### src/rtl/bcd_counter_mod.sv
// -----------------------------------------------------------------------------
// bcd_counter_mod
//   N-digit BCD modulo counter with an on-chip prescaler, up/down counting,
//   synchronous clear/load and registered per-digit 7-segment outputs.
//   Arithmetic is done digit by digit with ripple carry/borrow, so there is no
//   binary-to-BCD conversion on the count path.
//
// Parameters
//   DIGITS          number of BCD digits (1..6)
//   MODULUS         count range 0..MODULUS-1 (2..10**DIGITS)
//   CLK_DIV         clk_sys cycles per count step (>= 1)
//   SEG_ACTIVE_LOW  1: segment bit 0 = lit, 0: segment bit 1 = lit
//
// Ports
//   clk_sys_i     system clock, posedge
//   clr_n_i       async active-low reset
//   clr_i         sync clear (highest sync priority)
//   pause_i       hold count: no steps, no rco (prescaler keeps running)
//   up_dn_i       1 = up, 0 = down
//   load_i        sync load of load_val_i (rejected if not valid BCD < MODULUS)
//   load_val_i    BCD value, digit 0 in [3:0]
//   tick_o        prescaler strobe, high while div_cnt == CLK_DIV-1
//   rco_o         combinational carry/borrow, high in the cycle of a wrap step
//   load_err_o    1-cycle pulse after a rejected load
//   sign_pause_o  registered pause_i
//   bcd_o         current count, digit 0 = ones
//   seg_o         gfedcba per digit, digit 0 in [6:0], lags bcd_o by 1 cycle
//
// Build option
//   BCD_COUNTER_BLANK_EN  when defined, leading-zero digits (except digit 0)
//                         are blanked on seg_o; bcd_o is unaffected.
// -----------------------------------------------------------------------------
module bcd_counter_mod #(
    parameter int DIGITS         = 2,
    parameter int MODULUS        = 100,
    parameter int CLK_DIV        = 50000000,
    parameter int SEG_ACTIVE_LOW = 1
) (
    input  logic                  clk_sys_i,
    input  logic                  clr_n_i,
    input  logic                  clr_i,
    input  logic                  pause_i,
    input  logic                  up_dn_i,
    input  logic                  load_i,
    input  logic [4*DIGITS-1:0]   load_val_i,
    output logic                  tick_o,
    output logic                  rco_o,
    output logic                  load_err_o,
    output logic                  sign_pause_o,
    output logic [4*DIGITS-1:0]   bcd_o,
    output logic [7*DIGITS-1:0]   seg_o
);

    localparam int DIV_W = (CLK_DIV > 1) ? $clog2(CLK_DIV) : 1;
    localparam logic [DIV_W-1:0] DIV_LAST = DIV_W'(CLK_DIV - 1);

    if (DIGITS < 1 || DIGITS > 6 || MODULUS < 2 || MODULUS > 10**DIGITS || CLK_DIV < 1) begin : g_bad_param
        $error("bcd_counter_mod: illegal parameters DIGITS=%0d MODULUS=%0d CLK_DIV=%0d",
               DIGITS, MODULUS, CLK_DIV);
    end

    function automatic logic [4*DIGITS-1:0] to_bcd(input int v);
        int r;
        logic [4*DIGITS-1:0] res;
        r   = v;
        res = '0;
        for (int i = 0; i < DIGITS; i++) begin
            res[4*i +: 4] = 4'(r % 10);
            r = r / 10;
        end
        return res;
    endfunction

    // Raw active-low gfedcba pattern; non-decimal codes show nothing.
    function automatic logic [6:0] seg7(input logic [3:0] d);
        logic [6:0] p;
        case (d)
            4'd0:    p = 7'b1000000;
            4'd1:    p = 7'b1111001;
            4'd2:    p = 7'b0100100;
            4'd3:    p = 7'b0110000;
            4'd4:    p = 7'b0011001;
            4'd5:    p = 7'b0010010;
            4'd6:    p = 7'b0000010;
            4'd7:    p = 7'b1111000;
            4'd8:    p = 7'b0000000;
            4'd9:    p = 7'b0010000;
            default: p = 7'b1111111;
        endcase
        return (SEG_ACTIVE_LOW != 0) ? p : ~p;
    endfunction

    // Terminal value for up-counting, also the down-wrap target.
    localparam logic [4*DIGITS-1:0] TERM_UP  = to_bcd(MODULUS - 1);
    localparam logic [6:0]          SEG_ZERO = (SEG_ACTIVE_LOW != 0) ? 7'b1000000 : 7'b0111111;
    localparam logic [6:0]          SEG_OFF  = (SEG_ACTIVE_LOW != 0) ? 7'b1111111 : 7'b0000000;

    logic [DIV_W-1:0]    div_q, div_d;
    logic [4*DIGITS-1:0] count_q, count_d;
    logic [7*DIGITS-1:0] seg_q, seg_d;
    logic                load_err_q, load_err_d;
    logic                sign_pause_q;

    logic [4*DIGITS-1:0] inc_val, dec_val;
    logic                terminal, step, load_ok;

    assign tick_o   = (div_q == DIV_LAST);
    assign terminal = up_dn_i ? (count_q == TERM_UP) : (count_q == '0);
    assign step     = tick_o & ~pause_i & ~clr_i & ~load_i;
    assign rco_o    = step & terminal;

    // Ripple increment/decrement, one digit at a time.
    always_comb begin
        logic       cy, bw;
        logic [3:0] dg;
        inc_val = count_q;
        dec_val = count_q;
        cy      = 1'b1;
        bw      = 1'b1;
        dg      = '0;
        for (int i = 0; i < DIGITS; i++) begin
            dg = count_q[4*i +: 4];
            if (cy) begin
                if (dg == 4'd9) inc_val[4*i +: 4] = 4'd0;
                else begin
                    inc_val[4*i +: 4] = dg + 4'd1;
                    cy = 1'b0;
                end
            end
            if (bw) begin
                if (dg == 4'd0) dec_val[4*i +: 4] = 4'd9;
                else begin
                    dec_val[4*i +: 4] = dg - 4'd1;
                    bw = 1'b0;
                end
            end
        end
    end

    // With every digit <= 9, BCD order equals numeric order, so a plain
    // unsigned compare against the terminal value checks the range.
    always_comb begin
        load_ok = (load_val_i <= TERM_UP);
        for (int i = 0; i < DIGITS; i++)
            if (load_val_i[4*i +: 4] > 4'd9) load_ok = 1'b0;
    end

    always_comb begin
        count_d    = count_q;
        div_d      = tick_o ? '0 : div_q + DIV_W'(1);
        load_err_d = 1'b0;
        if (clr_i) begin
            count_d = '0;
            div_d   = '0;
        end else if (load_i) begin
            if (load_ok) begin
                count_d = load_val_i;
                div_d   = '0;
            end else begin
                load_err_d = 1'b1;
            end
        end else if (step) begin
            if (terminal) count_d = up_dn_i ? '0 : TERM_UP;
            else          count_d = up_dn_i ? inc_val : dec_val;
        end
    end

    always_comb begin
`ifdef BCD_COUNTER_BLANK_EN
        logic lead;
        lead = 1'b1;
`endif
        seg_d = '0;
        for (int i = DIGITS - 1; i >= 0; i--) begin
            seg_d[7*i +: 7] = seg7(count_q[4*i +: 4]);
`ifdef BCD_COUNTER_BLANK_EN
            // lead stays set while every digit from the top down to i is zero
            lead = lead & (count_q[4*i +: 4] == 4'd0);
            if (lead && i != 0) seg_d[7*i +: 7] = SEG_OFF;
`endif
        end
    end

    always_ff @(posedge clk_sys_i or negedge clr_n_i) begin
        if (!clr_n_i) begin
            div_q        <= '0;
            count_q      <= '0;
            load_err_q   <= 1'b0;
            sign_pause_q <= 1'b0;
            seg_q        <= {DIGITS{SEG_ZERO}};
        end else begin
            div_q        <= div_d;
            count_q      <= count_d;
            load_err_q   <= load_err_d;
            sign_pause_q <= pause_i;
            seg_q        <= seg_d;
        end
    end

    assign load_err_o   = load_err_q;
    assign sign_pause_o = sign_pause_q;
    assign bcd_o        = count_q;
    assign seg_o        = seg_q;

endmodule

### config.mk
export PLATFORM = sky130hd
export DESIGN_NAME = bcd_counter_mod
export DESIGN_NICKNAME = d
export VERILOG_FILES = /design/src/rtl/bcd_counter_mod.sv
export SDC_FILE = /design/constraint.sdc
export NUM_CORES = 1
export LEC_CHECK = 0
export ABC_AREA = 0
export CORE_MARGIN = 2
export CORE_UTILIZATION = 44
export CTS_CLUSTER_DIAMETER = 200
export DETAILED_ROUTE_END_ITERATION = 10
export GPL_ROUTABILITY_DRIVEN = 0
export PLACE_DENSITY = 0.74
export SYNTH_ARGS = -nofsm -noshare
export SYNTH_HDL_FRONTEND = slang
export SYNTH_SLANG_ARGS = --single-unit
### constraint.sdc
create_clock -name clk_sys_i -period 5.3 [get_ports clk_sys_i]
set_input_delay 0.53 -clock clk_sys_i [delete_from_list [all_inputs] [get_ports clk_sys_i]]
set_output_delay 0.53 -clock clk_sys_i [all_outputs]
set_load 0.005 [all_outputs]
==> qor.csv, run 1 <==
stage;metric;value;unit
cts;H-tree depth;2;
logic_synthesis;post-synthesis xor/xnor area fraction;8.36;%
floorplan;Initial Util;45.1;%
logic_synthesis;Mapped Area;2830;um^2
timing;RSZ-0062 raised after global routing;false;
routing;Detailed Route WL;5810;um
cts;Root Buffer;clkbuf_8;
logic_synthesis;Mapped Cells;294;
logic_synthesis;cell taking the most area after synthesis;dfrtp_1;
setup_path;CP max stage delay;650;ps
floorplan;Core ar.;6280;um^2
setup_path;type of the worst setup path;input port to primary output;
power;Design Power;1070;uW
routing;DRC Markers;0;
logic_synthesis;sequential fraction of the synthesis area;44.3;%
final_layout;# diodes;0;
cts;clk slew on worst S/H paths;100;ps
timing;Clock Skew;13.8;ps
routing;WL per Instance;14.2;um
logic_synthesis;Top FF cell, synth;dfrtp_1;
cts;CTS tree;done;
logic_synthesis;Adder-Cell Fraction of Synth Area;4.86;%
final_layout;fin util;53.9;%
setup_path;crit path DAT;2920;ps
global_routing;all-layer global routing usage;17.9;%
run_status;outcome;completed;
logic_synthesis;mux contribution to synthesized area;3.01;%
timing;min Tclk post-route;3450;ps
logic_synthesis;Compound-Gate Fraction of Synth Area;12.2;%
setup_path;Reg-to-Reg Start;div_q[7]$_DFF_PN0_;
timing;Worst Setup Slack, final;1850;ps
routing;post-route ant nets;0;
routing;Top Layer Used;met4;
timing;Final Cycle Share;65.2;%
place;HPWL after DPL;4230;um
logic_synthesis;post-synthesis register bit count;50;
setup_path;cells on worst reg2reg path;5;
setup_path;CP required;4770;ps
cts;CTS Buf Count;5;
setup_path;CP dominant cell by count;clkdlybuf4s50_1;
global_routing;initial antenna violation count;0;
final_layout;most frequent cells in the layout;dfrtp_1 (48), nor2_1 (46), clkdlybuf4s50_1 (38);
floorplan;Die Wd;84.2;um
cts;clk_lat worst skew;300;ps
power;Pwr Density;316;nW/um^2
logic_synthesis;Synthesis Warnings;0;
timing;FMAX;290;MHz
timing;Setup-failing EPs final;0;
setup_path;Critical Path Start Type;input port;
logic_synthesis;syn avg cell area;9.63;um^2
setup_path;crit path cell chain;clkdlybuf4s50_1 > or4b_1 > o32ai_1 > and3_1 > clkdlybuf4s50_1;
routing;drt first pass iters;4;
place;dpl ws;1840;ps
routing;initial detailed-routing violation count;109;
routing;WL met3;185;um
setup_path;reg2reg end;div_q[7]$_DFF_PN0_;
setup_path;CP max FO;13;
logic_synthesis;EDFF count, synth;0;
final_layout;most common cell after layout, fill and taps aside;dfrtp_1;
logic_synthesis;largest family of logic cells by synthesized area;simple AND/OR/NAND/NOR gates;
floorplan;die area;7090;um^2
logic_synthesis;simple logic cell fraction of the synthesized area;24.5;%
setup_path;R2R Setup Slk;2900;ps
global_routing;first-pass GRT wire length;10400;um
cts;hold buffers post-CTS;0;
cts;Resized Gates After CTS;0;
global_routing;largest net degree at the start of global routing;51;
timing;TNS Setup;0;ps
routing;DR WL met2;2920;um
final_layout;fill count;576;
routing;total number of vias;2219;
cts;# Post-CTS Setup Buffers;0;
timing;worst-margin pin slew;936;ps
logic_synthesis;Synth async-reset ratio;100;%
final_layout;Area Overhead vs Synth;19.5;%
min_path;HP Class;input port to async pin;
logic_synthesis;Area contributors post-synth;dfrtp_1 (42%), nor2_1 (6.1%), xor2_1 (5.6%), ha_1 (4.9%), xnor2_1 (2.8%);
routing;M1 WL;2650;um
logic_synthesis;Netlist cell types;53;
logic_synthesis;top-area cell type share of the netlist area;42.4;%
setup_path;Critical Path Sink Type;primary output;
setup_path;Worst path slowest cell;or4b_1;
timing;max-slew violation count;0;
floorplan;# rows;29;
job;max-cap viol count;0;
final_layout;layout cell share with drive strength beyond 1;7.85;%
place;PortBufs;39;
floorplan;io pins;40;
cts;clk buf depth;2;
final_layout;Nets;355;
timing;Max transition margin;37.6;%
logic_synthesis;syn nets;319;
global_routing;total congestion overflow;0;
timing;Final Hold Violating Endpoints;0;
floorplan;Die H;84.2;um
power;worst vdd ir;0.208;mV
routing;Vias/cell;5.44;
global_routing;vias in the first global route;2266;
power;Lkg Pwr;0.00143;uW
cts;Clock Sinks;50;
-- power by group --
part	leakage [uW]	total, uW	switching, uW	internal (uW)
clock	0.0000579	263	124	139
combinational	0.000716	320	144	176
sequential	0.000655	487	48.7	438
total	0.00143	1070	317	753
-- state kept, by name, summed over array words and instances (netlist names) --
| name | flops |
|---|---|
| seg_o | 14 |
| sign_pause_o | 1 |
| div_q | 26 |
| load_err_o | 1 |
| bcd_o | 8 |
-- cells in the mapped netlist (6+ instances only) --
master and n:
nand4_1 8, nor2_1 46, nand2_1 20, o21ai_0 12, a21oi_1 13, dfrtp_1 48
mux2i_1 7, ha_1 11, nand3_1 14, nand2b_1 6, xor2_1 18, a31oi_1 6
inv_1 8, and3_1 6, clkbuf_1 6, xnor2_1 9
-- routing by layer --
layer	track usage, %	vias to the layer above
met1	24.1	1072
met5	0	-
met2	29.9	45
met4	4.55	0
li1	-	1098
met3	3.44	4
-- per-stage QoR --
stage               std cells  instance area (um^2)  hold WS (ps)
floorplan                 294                  2830           234
global placement          400                  3270           507
detailed placement        400                  3270           521
CTS                       408                  3380           353
global route              408                  3380           383
finish                    408                  3380           327
-- critical path: cells and delay by family --
kind | cells | cell delay (ps)
AOI/OAI and AO/OA | 1 | 390
and+or+nand+nor | 2 | 860
buffers and inverters | 2 | 1150
-- how the worst max path moves through the flow --
stage | startpoint | cells after the start | slack (ps) | endpoint
after global routing | up_dn_i | 5 | 1640 | rco_o
after floorplan | bcd_o[1]$_DFFE_PN0P_ | 5 | 2990 | rco_o
after global placement | up_dn_i | 5 | 1870 | rco_o
after CTS | up_dn_i | 5 | 1850 | rco_o
final | up_dn_i | 5 | 1850 | rco_o
after detailed placement | up_dn_i | 5 | 1840 | rco_o
-- final cells by class --
class / instances / area [um^2] / share of cell area (%)
clock buffers: 5 / 68.8 / 2.03
clock inverters: 3 / 40.0 / 1.18
flip-flops and latches: 50 / 1250 / 37.1
multi-input cells: 224 / 1500 / 44.3
repair buffers: 40 / 393 / 11.6
well taps: 77 / 96.3 / 2.85
inverters: 9 / 33.8 / 0.999
-- logic make-up after synthesis --
kind of cell	Yosys count
DFF	50
and+or+nand+nor	127
buffers and inverters	20
muxes	8
xor gates and xnor gates	27
adders and majority gates	11
AOI/OAI and AO/OA	51
Note: power is estimated with default switching activity, not from simulation.
==> inputs of run 2 (changes only) <==
PLACE_DENSITY = 0.76   (was 0.74)
clock period = 2.9 ns   (was 5.3 ns; I/O delays follow)
==> run 2 against run 1 <==
The flow now finishes with violations (hold timing). Worst hold slack worse by 350 ps. Critical path depth is 1 higher. Wire length is 5.7% higher. Clock skew is 3.6 ps lower. Final cell count is 1.7% higher. First-iteration DRC count is 19% higher. Global-route usage is 0.17 points higher.
==> qor.csv, run 2 (synthesis results as in run 1) <==
stage;metric;value;unit
global_routing;largest net degree at the start of global routing;28;
routing;total number of vias;2281;
setup_path;Worst path slowest cell;clkdlybuf4s50_1;
final_layout;register area;1250;um^2
routing;drt first pass iters;4;
routing;Vias/cell;5.50;
cts;clk buf depth;2;
setup_path;WP depth;6;
timing;TNS Setup;0;ps
final_layout;Multi-input gate area;1530;um^2
setup_path;type of the worst setup path;flip-flop to primary output;
global_routing;all-layer global routing usage;18.1;%
min_path;HP Class;input port to async pin;
power;worst vdd ir;0.358;mV
routing;Detailed Route WL;6130;um
floorplan;Initial Util;45.1;%
place;PortBufs;39;
final_layout;most frequent cells in the layout;dfrtp_1 (47), nor2_1 (46), clkdlybuf4s50_1 (38);
timing;min Tclk post-route;2770;ps
floorplan;Core ar.;6280;um^2
cts;clk slew on worst S/H paths;90;ps
setup_path;cells on worst reg2reg path;7;
setup_path;Crit path max-delay family;simple AND/OR/NAND/NOR gates;
setup_path;Critical Path Sink Type;primary output;
setup_path;CP required;2610;ps
power;Pwr Density;563;nW/um^2
power;Lkg Pwr;0.00146;uW
routing;WL per Instance;14.8;um
routing;post-route ant nets;0;
run_status;outcome;complete, but fails checks;
timing;worst-margin pin slew;737;ps
timing;RSZ-0062 raised after global routing;false;
setup_path;CP endpoint;rco_o;
setup_path;CP max stage delay;510;ps
floorplan;die area;7090;um^2
timing;FMAX;361;MHz
job;max-cap viol count;0;
global_routing;first-pass GRT wire length;10300;um
global_routing;total congestion overflow;0;
global_routing;vias in the first global route;2253;
cts;Root Buffer;clkbuf_8;
final_layout;Nets;362;
setup_path;crit path cell chain;inv_2 > ha_4 > or4b_4 > o32ai_4 > and3_1 > clkdlybuf4s50_1;
run_status;failing checks;hold timing;
final_layout;fill count;547;
floorplan;# rows;29;
timing;Setup-failing EPs final;0;
routing;DRC Markers;0;
routing;initial detailed-routing violation count;130;
setup_path;Reg-to-Reg Start;bcd_o[0]$_DFFE_PN0P_;
final_layout;Area Overhead vs Synth;22.2;%
setup_path;CP max FO;6;
cts;CTS tree;done;
setup_path;crit path DAT;2480;ps
cts;CTS Buf Count;5;
floorplan;io pins;40;
final_layout;layout cell share with drive strength beyond 1;11.5;%
final_layout;most common cell after layout, fill and taps aside;dfrtp_1;
global_routing;initial antenna violation count;0;
place;HPWL after DPL;4450;um
setup_path;Critical path origin;bcd_o[0]$_DFFE_PN0P_;
final_layout;max reg flops;26;
timing;hold slack;-18.9;ps
cts;Clock Sinks;50;
cts;H-tree depth;2;
setup_path;Critical Path Start Type;flip-flop;
cts;clk_lat worst skew;310;ps
setup_path;reg2reg end;bcd_o[6]$_DFFE_PN0P_;
cts;hold buffers post-CTS;0;
floorplan;Die H;84.2;um
final_layout;Reg with most FFs;div_q;
floorplan;Die Wd;84.2;um
timing;Final Hold Violating Endpoints;25;
timing;Clock Skew;10.2;ps
timing;max-slew violation count;0;
timing;Final Cycle Share;95.4;%
timing;Max transition margin;50.5;%
final_layout;# diodes;0;
setup_path;WP buf/inv;2;
setup_path;R2R Setup Slk;690;ps
## run 2: worst min path at each step
stage	from	to	slack (ps)	cells past startpoint
6_report	clr_n_i	div_q[2]$_DFF_PN0_	-20	1
3_5_place_dp	clr_n_i	sign_pause_o$_DFF_PN0_	340	1
2_1_floorplan	clr_n_i	bcd_o[0]$_DFFE_PN0P_	-6	0
3_3_place_gp	clr_n_i	div_q[25]$_DFF_PN0_	330	1
5_1_grt	clr_n_i	div_q[3]$_DFF_PN0_	20	1
4_1_cts	clr_n_i	div_q[2]$_DFF_PN0_	1	1
## run 2: layout make-up
type	instances	share of cell area, %
multi-input cells	224	44.3
flip-flops and latches	50	36.3
repair buffers	47	12.9
well taps	77	2.79
clock buffers	6	2.39
inverters	9	0.977
clock inverters	2	0.362
## run 2: report_power, final
group | internal [uW] | leakage (uW) | total [uW] | switching [uW]
logic | 349 | 0.000755 | 648 | 299
registers | 802 | 0.000653 | 879 | 77.5
clock network | 192 | 0.0000472 | 421 | 229
## run 2: timing repair
item	4_1_cts	5_1_grt
endpoints found under the setup margin	1	1
pin swaps	0	0
setup buffers	0	1
gates resized for setup	4	4
## run 2: through the flow
stage	total power [uW]	cells	setup WS, ps	utilization, %	cell area (um^2)
final	1950	415	133	55.1	3460
after global routing	2070	415	13.3	55.1	3460
after global placement	1500	406	293	52.9	3320
after floorplan	1190	294	749	-	2830
after detailed placement	1510	406	220	52.9	3320
after CTS	1940	414	12.7	54.6	3430
## run 2: metal layers
| metal | GRT usage [%] | vias to the layer above | share of wire [%] |
|---|---|---|---|
| li1 | - | 1114 | - |
| met1 | 23.1 | 1088 | 43 |
| met2 | 30.4 | 70 | 50 |
| met3 | 4.33 | 9 | 5.7 |
| met4 | 5.57 | 0 | 1.5 |
| met5 | 0 | - | 0 |
==> inputs of run 3 (changes only) <==
SLEW_MARGIN = 20   (was default)
==> results of run 3 <==
No change in the layout: final DEF, timing and power equal those of run 2.
